$ cat src/rtl/uart_tx_en.sv
// Enable-gated UART transmitter: 1 start bit, 8 data bits LSB first, StopBits stop bits.
// Bit timing comes from the oversample tick on en; each bit spans Oversample en pulses.
module uart_tx_en #(
    parameter int Oversample = 16,
    parameter int StopBits   = 1
) (
    input  logic       clk,
    input  logic       reset,
    input  logic       en,
    input  logic [7:0] data,
    input  logic       valid,
    output logic       ready,
    output logic       out,
    output logic       busy,
    output logic       done
);
    localparam int SW = (Oversample > 2) ? $clog2(Oversample) : 1;
    localparam logic [SW-1:0] SAMPLE_LAST = SW'(Oversample - 1);
    localparam logic [0:0]    STOP_LAST   = 1'(StopBits - 1);

    typedef enum logic [1:0] {IDLE, START, DATA, STOP} state_t;

    state_t        state, state_nx;
    logic [7:0]    shreg;
    logic [2:0]    bit_cnt;
    logic [SW-1:0] sample_cnt;
    logic [0:0]    stop_cnt;
    logic          tick;

    assign tick = en && (sample_cnt == '0);

    always_comb begin
        state_nx = state;
        done     = 1'b0;
        case (state)
            IDLE:  if (valid) state_nx = START;
            START: if (tick) state_nx = DATA;
            DATA:  if (tick && bit_cnt == 3'd7) state_nx = STOP;
            STOP: begin
                if (tick && stop_cnt == STOP_LAST) begin
                    state_nx = IDLE;
                    done     = 1'b1;
                end
            end
            default: state_nx = IDLE;
        endcase
    end

    always_ff @(posedge clk) begin
        if (reset) begin
            state      <= IDLE;
            shreg      <= 8'h00;
            bit_cnt    <= 3'd0;
            sample_cnt <= SAMPLE_LAST;
            stop_cnt   <= 1'b0;
        end else begin
            state <= state_nx;
            if (state == IDLE) begin
                if (valid) begin
                    shreg      <= data;
                    bit_cnt    <= 3'd0;
                    sample_cnt <= SAMPLE_LAST;
                end
            end else if (en) begin
                if (sample_cnt == '0) begin
                    // every bit boundary restarts the oversample count
                    sample_cnt <= SAMPLE_LAST;
                    case (state)
                        START: bit_cnt <= 3'd0;
                        DATA: begin
                            shreg   <= shreg >> 1;
                            bit_cnt <= bit_cnt + 3'd1;
                            if (bit_cnt == 3'd7) stop_cnt <= 1'b0;
                        end
                        STOP: if (stop_cnt != STOP_LAST) stop_cnt <= stop_cnt + 1'b1;
                        default: ;
                    endcase
                end else begin
                    sample_cnt <= sample_cnt - SW'(1);
                end
            end
        end
    end

    // line level decodes flops only, so it never follows the inputs combinationally
    assign out   = (state == START) ? 1'b0 : (state == DATA) ? shreg[0] : 1'b1;
    assign ready = (state == IDLE);
    assign busy  = (state != IDLE);
endmodule

$ cat config.mk
export PLATFORM = sky130hd
export DESIGN_NAME = uart_tx_en
export DESIGN_NICKNAME = d
export VERILOG_FILES = /design/src/rtl/uart_tx_en.sv
export SDC_FILE = /design/constraint.sdc
export NUM_CORES = 1
export LEC_CHECK = 0
export ABC_AREA = 1
export BUFFER_PORTS_ARGS = -buffer_cell sky130_fd_sc_hd__buf_2
export CELL_PAD_IN_SITES_DETAIL_PLACEMENT = 0
export CELL_PAD_IN_SITES_GLOBAL_PLACEMENT = 1
export CORE_MARGIN = 3
export CORE_UTILIZATION = 38
export DETAILED_ROUTE_END_ITERATION = 8
export PLACE_DENSITY = 0.83
export SLEW_MARGIN = 10
export SYNTH_ARGS = -nofsm -noshare
export SYNTH_HDL_FRONTEND = slang
export SYNTH_SLANG_ARGS = --single-unit
$ cat constraint.sdc
create_clock -name clk -period 2.19 [get_ports clk]
set_clock_uncertainty 0.15 [all_clocks]
set_input_delay 0.1095 -clock clk [delete_from_list [all_inputs] [get_ports clk]]
set_output_delay 0.1095 -clock clk [all_outputs]
set_load 0.02 [all_outputs]
# After elaboration in Yosys (flattened, before gate mapping)
# Index checks and enable logic that the tools add are counted.
[word_totals] regBits=18 latchBits=0 ramBits=0 rom_bits=0 input_bits=12 out_inout_bits=4 elab_cells=61 mem_count=0
[classes] n_addsub=3 mul=0 div=0 order_cmp=0 eq_ne=9 shift=0 mux=26 n_bitwise=2 reduce_logical=16
[op_table] op="$mux 8" count=5
[op_table] op="$mux 4" count=4
[op_table] op="$mux 3" count=4
[op_table] op="$reduce_and 4->1" count=3
[op_table] op="$ne 2x2->1 const B" count=5
[op_table] op="$reduce_bool 2->1" count=5
[op_table] op="$mux 2" count=4
[op_table] op="$pmux 2 s4" count=1
[op_table] op="$mux 1" count=6
[op_table] op="$pmux 3 s2" count=1
[op_table] op="$reduce_and 5->1" count=1
[op_table] op="$eq 2x2->1 const B" count=2
[op_table] op="$logic_not 4->1" count=1
[op_table] op="$sub 4x1->4 const B" count=1
[op_table] op="$add 3x1->3 const B" count=1
[op_table] op="$eq 3x3->1 const B" count=1
[op_table] op="$logic_and 1x1->1" count=3
[op_table] op="$reduce_bool 3->1" count=1
[op_table] op="$eq 2x1->1 const B" count=1
[op_table] op="$logic_not 2->1" count=1
[op_table] op="$not 1->1" count=2
[op_table] op="$pmux 1 s2" count=1
[op_table] op="$reduce_and 2->1" count=1
[op_table] op="$add 1x1->1 const B" count=1

# Logic depth before layout (Yosys ltp)
[logic_depth] ltp_word=5 mapped_depth=10 mapped_depth_nobuf=10

# Worst setup path before layout
# No wires, ideal clock.
[synth_path] kind="reg-to-reg" startpoint="reg state[0]" endpoint="reg bit_cnt[1]" setup_time_ns=0.109 t_arrival_ns=1.489 slack_ns=0.442 path_stages_with_launch=11 n_path_buf=0 path_cell_list="dfxtp_1 > inv_1 > ha_1 > inv_2 > nand2_4 > nand2_4 > nand2_2 > nor2_2 > nand2_1 > nand2_1 > nor2_1"
[synth_between] word_cells_on_any_way=12 cone_classes="eq/ne (3); mux (4); reduce/logical (5)"
[synth_rtl] item="start, declared" line_no="23" source="state_t state, state_nx;"
[synth_rtl] item="start signal, assigned" line_no="57" source="state <= state_nx;"
[synth_rtl] item="$logic_not 2->1 (*)"
[synth_rtl] item="net ready" line_no="12" source="output logic ready,"
[synth_rtl] item="$ne 2x2->1 (no source line), or another cell as far along"
[synth_rtl] item="$reduce_and 4->1 (no source line)"
[synth_rtl] item="end signal, assigned" line_no="72" source="bit_cnt <= bit_cnt + 3'd1;"
[synth_rtl] item="end, declared" line_no="25" source="logic [2:0] bit_cnt;"
# Mark *: on every way through the listed nets, which the timed path passes. The rest lies on a longest branch. The select of a mux whose other input is x is not followed.
# A chain may end at the register's enable or synchronous reset.

# Worst setup path in the final report
[layout_path] startpoint="reg state[0]" endpoint="reg shreg[3]"
[layout_between] elab_chain_len=3 word_cells_on_any_way=8 cone_classes="eq/ne (2); mux (1); reduce/logical (5)"
[layout_rtl] item="$eq 2x2->1 / $logic_not 2->1 (equally long branches)" line_no="68, 58"
[layout_rtl] item="$reduce_bool 2->1 (no source line) / $ne 2x2->1 (equally long branches)"
[layout_rtl] item="$reduce_and 4->1 (no source line)"
[layout_rtl] item="end signal, assigned" line_no="60" source="shreg <= data;"
[layout_rtl] item="end signal, assigned" line_no="71" source="shreg <= shreg >> 1;"
[layout_rtl] item="end, declared" line_no="24" source="logic [7:0] shreg;"
# Several ways; a longest one is shown, not always the timed one.

==> impl_results.rst <==
.. list-table::
   :header-rows: 1

   * - Metric
     - Value
   * - Result of the run
     - complete, no violations
   * - Largest net degree at the start of global routing
     - 13
   * - CTS sink cnt
     - 17
   * - Post-route minimum period
     - 1.88 ns
   * - Inserted Clock Buffers
     - 3
   * - Final Hold Viols
     - 0
   * - IO Count
     - 16
   * - Half-perimeter wire length after detailed placement
     - around 1700 um
   * - Number of endpoints failing setup at the final stage
     - 0
   * - Ratio of final minimum period to clock period
     - 0.858
   * - H-Tree Level Count
     - 1
   * - Clock power share
     - 0.112
   * - Sequential area share after synthesis
     - 0.340
   * - Antenna diodes
     - 0
   * - Fraction of layout cells with a size suffix above 1
     - 0.172
   * - Net count after synthesis
     - 170
   * - Signal arrival time at the worst endpoint
     - ~1.9 ns
   * - Pwr dens
     - between 1000 and 1500 nW/um2
   * - Insertion delay of the later-clocked pin in the worst-skew pair
     - about 0.3 ns
   * - Layout fillers
     - approximately 240
   * - Primary flip-flop cell chosen by synthesis mapping
     - sky130_fd_sc_hd__dfxtp_1
   * - Combined area of the multi-input logic cells
     - 584 um2
   * - CP max stage cell
     - sky130_fd_sc_hd__dfxtp_1
   * - Detailed-route vias per instance
     - about 4.9
   * - Final weighted congestion in routability-driven placement
     - around 0.76
   * - VDD IR-drop max
     - around 1100 uV
   * - Port Buffer Count
     - 15
   * - Wire per inst
     - about 11 um
   * - Design internal power
     - slightly below 800 uW
   * - Vias in the first global route
     - ~960
   * - Average cell area after synthesis
     - 6.73 um2
   * - Setup fix buffers added after clock tree synthesis
     - 0
   * - Switching share of power
     - 0.484
   * - Register clock-pin slew on the reported worst setup and hold paths
     - approximately 0.11 ns
   * - Bufs on Longest Clock Path
     - 2
   * - First-pass GRT wire length
     - just over 4000 um
   * - Number of vias in the routed layout
     - ~990
   * - Worst path most repeated cell
     - sky130_fd_sc_hd__nor2_1
   * - Leading cell types by count after synthesis
     - 43 x sky130_fd_sc_hd__nand2_1, 23 x sky130_fd_sc_hd__nor2_1, 17 x sky130_fd_sc_hd__dfxtp_1, 15 x sky130_fd_sc_hd__inv_1, 11 x sky130_fd_sc_hd__o21ai_0
   * - Antenna violations before repair
     - 0
   * - Height of the die
     - around 57 um
   * - Tightest slew margin relative to the limit
     - 0.764
   * - First-pass DRT Iterations
     - 4
   * - Category of the critical setup timing path
     - reg -> reg
   * - Ys Warns
     - 0
   * - Starting Density
     - 0.424
   * - Buffer type at the clock tree root
     - sky130_fd_sc_hd__clkbuf_4
   * - Ys async rst share
     - 0
   * - Final setup TNS
     - 0 ns
   * - Slowest cell delay on critical path
     - roughly 0.42 ns
   * - Startpoint Class
     - flop
   * - Unique cell type count in the Yosys netlist
     - 20
   * - Top-count cell post-synth
     - sky130_fd_sc_hd__nand2_1
   * - Min-Delay Path Class
     - in -> reg
   * - Worst path cell trace
     - inv_1 -> ha_1 -> nor2_1 -> nand4_1 -> nand2_2 -> inv_2 -> nor2_1 -> nor2_1
   * - Area added between synthesis and finish
     - 20.3%
   * - Largest area contributor in the synthesized netlist
     - sky130_fd_sc_hd__dfxtp_1
   * - Total Routing Usage GR
     - 0.157
   * - Cell area after placement
     - between 1000 and 1500 um2
   * - Fraction of power consumed by sequential logic
     - 0.309
   * - Net switching component of the power
     - 739 uW
   * - Post-layout nets
     - 196
   * - Remaining global-route overflow
     - 0
   * - Final count of pins violating max slew
     - 0
   * - Number of enable-type register cells in the synthesized netlist
     - 0
   * - Sequential cell area
     - 340 um2
   * - Clock tree from TritonCTS
     - built
   * - Die outline area
     - roughly 3300 um2
   * - Post-synth top area share
     - 0.340
   * - Number of instances in the synthesized netlist
     - approximately 150
   * - Worst EP required
     - between 2 and 2.5 ns
   * - Logic pwr share
     - 0.579
   * - Std-Cell Rows
     - 17
   * - 1st-iter DRT viols
     - 21
   * - Synth area leaders
     - sky130_fd_sc_hd__dfxtp_1 34%, sky130_fd_sc_hd__nand2_1 16%, sky130_fd_sc_hd__ha_1 11%
   * - Worst-case register-to-register setup slack
     - ~0.31 ns
   * - Final routed DRC violation total
     - 0
   * - Unrepaired setup endpoints after global routing
     - false
   * - Synth Register Bits
     - 17
   * - Final ANT Viol Nets
     - 0
   * - Fmax achieved
     - between 0.5 and 0.6 GHz
   * - Largest fanout on the critical path
     - 10
   * - Total wire length after detailed routing
     - roughly 2300 um
   * - Leakage component of the power
     - approximately 0.63 nW
   * - Slew of the pin with the lowest slew margin
     - 0.354 ns
   * - Final design area excluding fillers
     - between 1000 and 1500 um2
   * - Die X-Extent
     - approximately 57 um
   * - Post-synthesis instance area
     - approximately 1000 um2
   * - Area of the core
     - approximately 2400 um2
   * - Crit. End Element
     - flop
   * - Count of max-cap constraint violations
     - 0
==> cells by family after synthesis <==
| kind of cell | count (synthesis) | synth area share |
|---|---|---|
| and+or+nand+nor | 86 | 0.378 |
| buffers and inverters | 20 | 0.0774 |
| AOI/OAI and AO/OA | 17 | 0.0924 |
| DFF | 17 | 0.340 |
| adders and majority gates | 9 | 0.112 |
==> worst paths after layout <==
path                         to           from  cells past startpoint
hold / removal         shreg[1]        data[1]                      5
hold reg to reg   sample_cnt[1]  sample_cnt[1]                      2
setup reg to reg       shreg[3]       state[0]                      8
setup / recovery       shreg[3]       state[0]                      8
==> metrics by stage <==
stage               total power [mW]  hold WS, ns  utilization  instances  worst slack [ns]
floorplan                       1.13       0.0219            -        149             0.442
global placement                1.34        0.203        0.470        191             0.360
detailed placement              1.35        0.207        0.470        191             0.336
CTS                             1.54    0.0000139        0.511        202             0.290
global route                    1.70       0.0237        0.511        202             0.116
finish                          1.53      0.00232        0.511        202             0.311
==> layout by cell type, fill, tap and decap left out, types with 2 or more instances in the layout <==
cell type                       instances
sky130_fd_sc_hd__dlygate4sd3_1          7
sky130_fd_sc_hd__nand2_1               43
sky130_fd_sc_hd__nand3_1                6
sky130_fd_sc_hd__inv_1                 15
sky130_fd_sc_hd__buf_2                 15
sky130_fd_sc_hd__nor2_1                23
sky130_fd_sc_hd__dfxtp_1               17
sky130_fd_sc_hd__nand2_2                3
sky130_fd_sc_hd__inv_2                  3
sky130_fd_sc_hd__nand4_1                4
sky130_fd_sc_hd__o21ai_0               11
sky130_fd_sc_hd__ha_1                   9
sky130_fd_sc_hd__clkbuf_4               3
sky130_fd_sc_hd__nand2_4                2
sky130_fd_sc_hd__a21oi_1                4
==> cell type report <==
cell class                 instances  area share
tap                               28      0.0290
inverter                          18      0.0560
clock buffer                       4      0.0218
sequential                        17       0.282
multi-input combinational        112       0.484
timing repair buffer              23       0.127
==> power groups by stage <==
stage	registers [mW]	logic, mW	clock network, mW
CTS	0.473	0.885	0.178
floorplan	0.459	0.675	0
global route	0.482	1.02	0.193
detailed placement	0.479	0.873	0
finish	0.472	0.883	0.171
global placement	0.475	0.862	0
==> layer usage <==
layer	track usage	vias to the layer above	share of wire
li1	-	522	-
met1	0.204	447	0.48
met2	0.240	16	0.46
met3	0.0566	2	0.046
met4	0.0497	0	0.0088
met5	0	-	0
==> what timing repair did <==
| action | in CTS | in global routing |
|---|---|---|
| hold buffers | 7 | 0 |
| gates resized for setup | 0 | 0 |
| endpoints found under the hold margin | 10 | 0 |
==> state kept, by name (all words and copies together) (netlist names) <==
name,count
bit_cnt,3
sample_cnt,4
shreg,8
state,2
==> worst max-delay path: cells and delay by family, from the launching register on <==
| family | cells | cell delay [ns] |
|---|---|---|
| buf+inv | 2 | 0.21 |
| fa+ha+maj | 1 | 0.27 |
| flops | 1 | 0.42 |
| simple gates | 5 | 0.71 |
No activity file was read; power rests on OpenSTA's default activity.
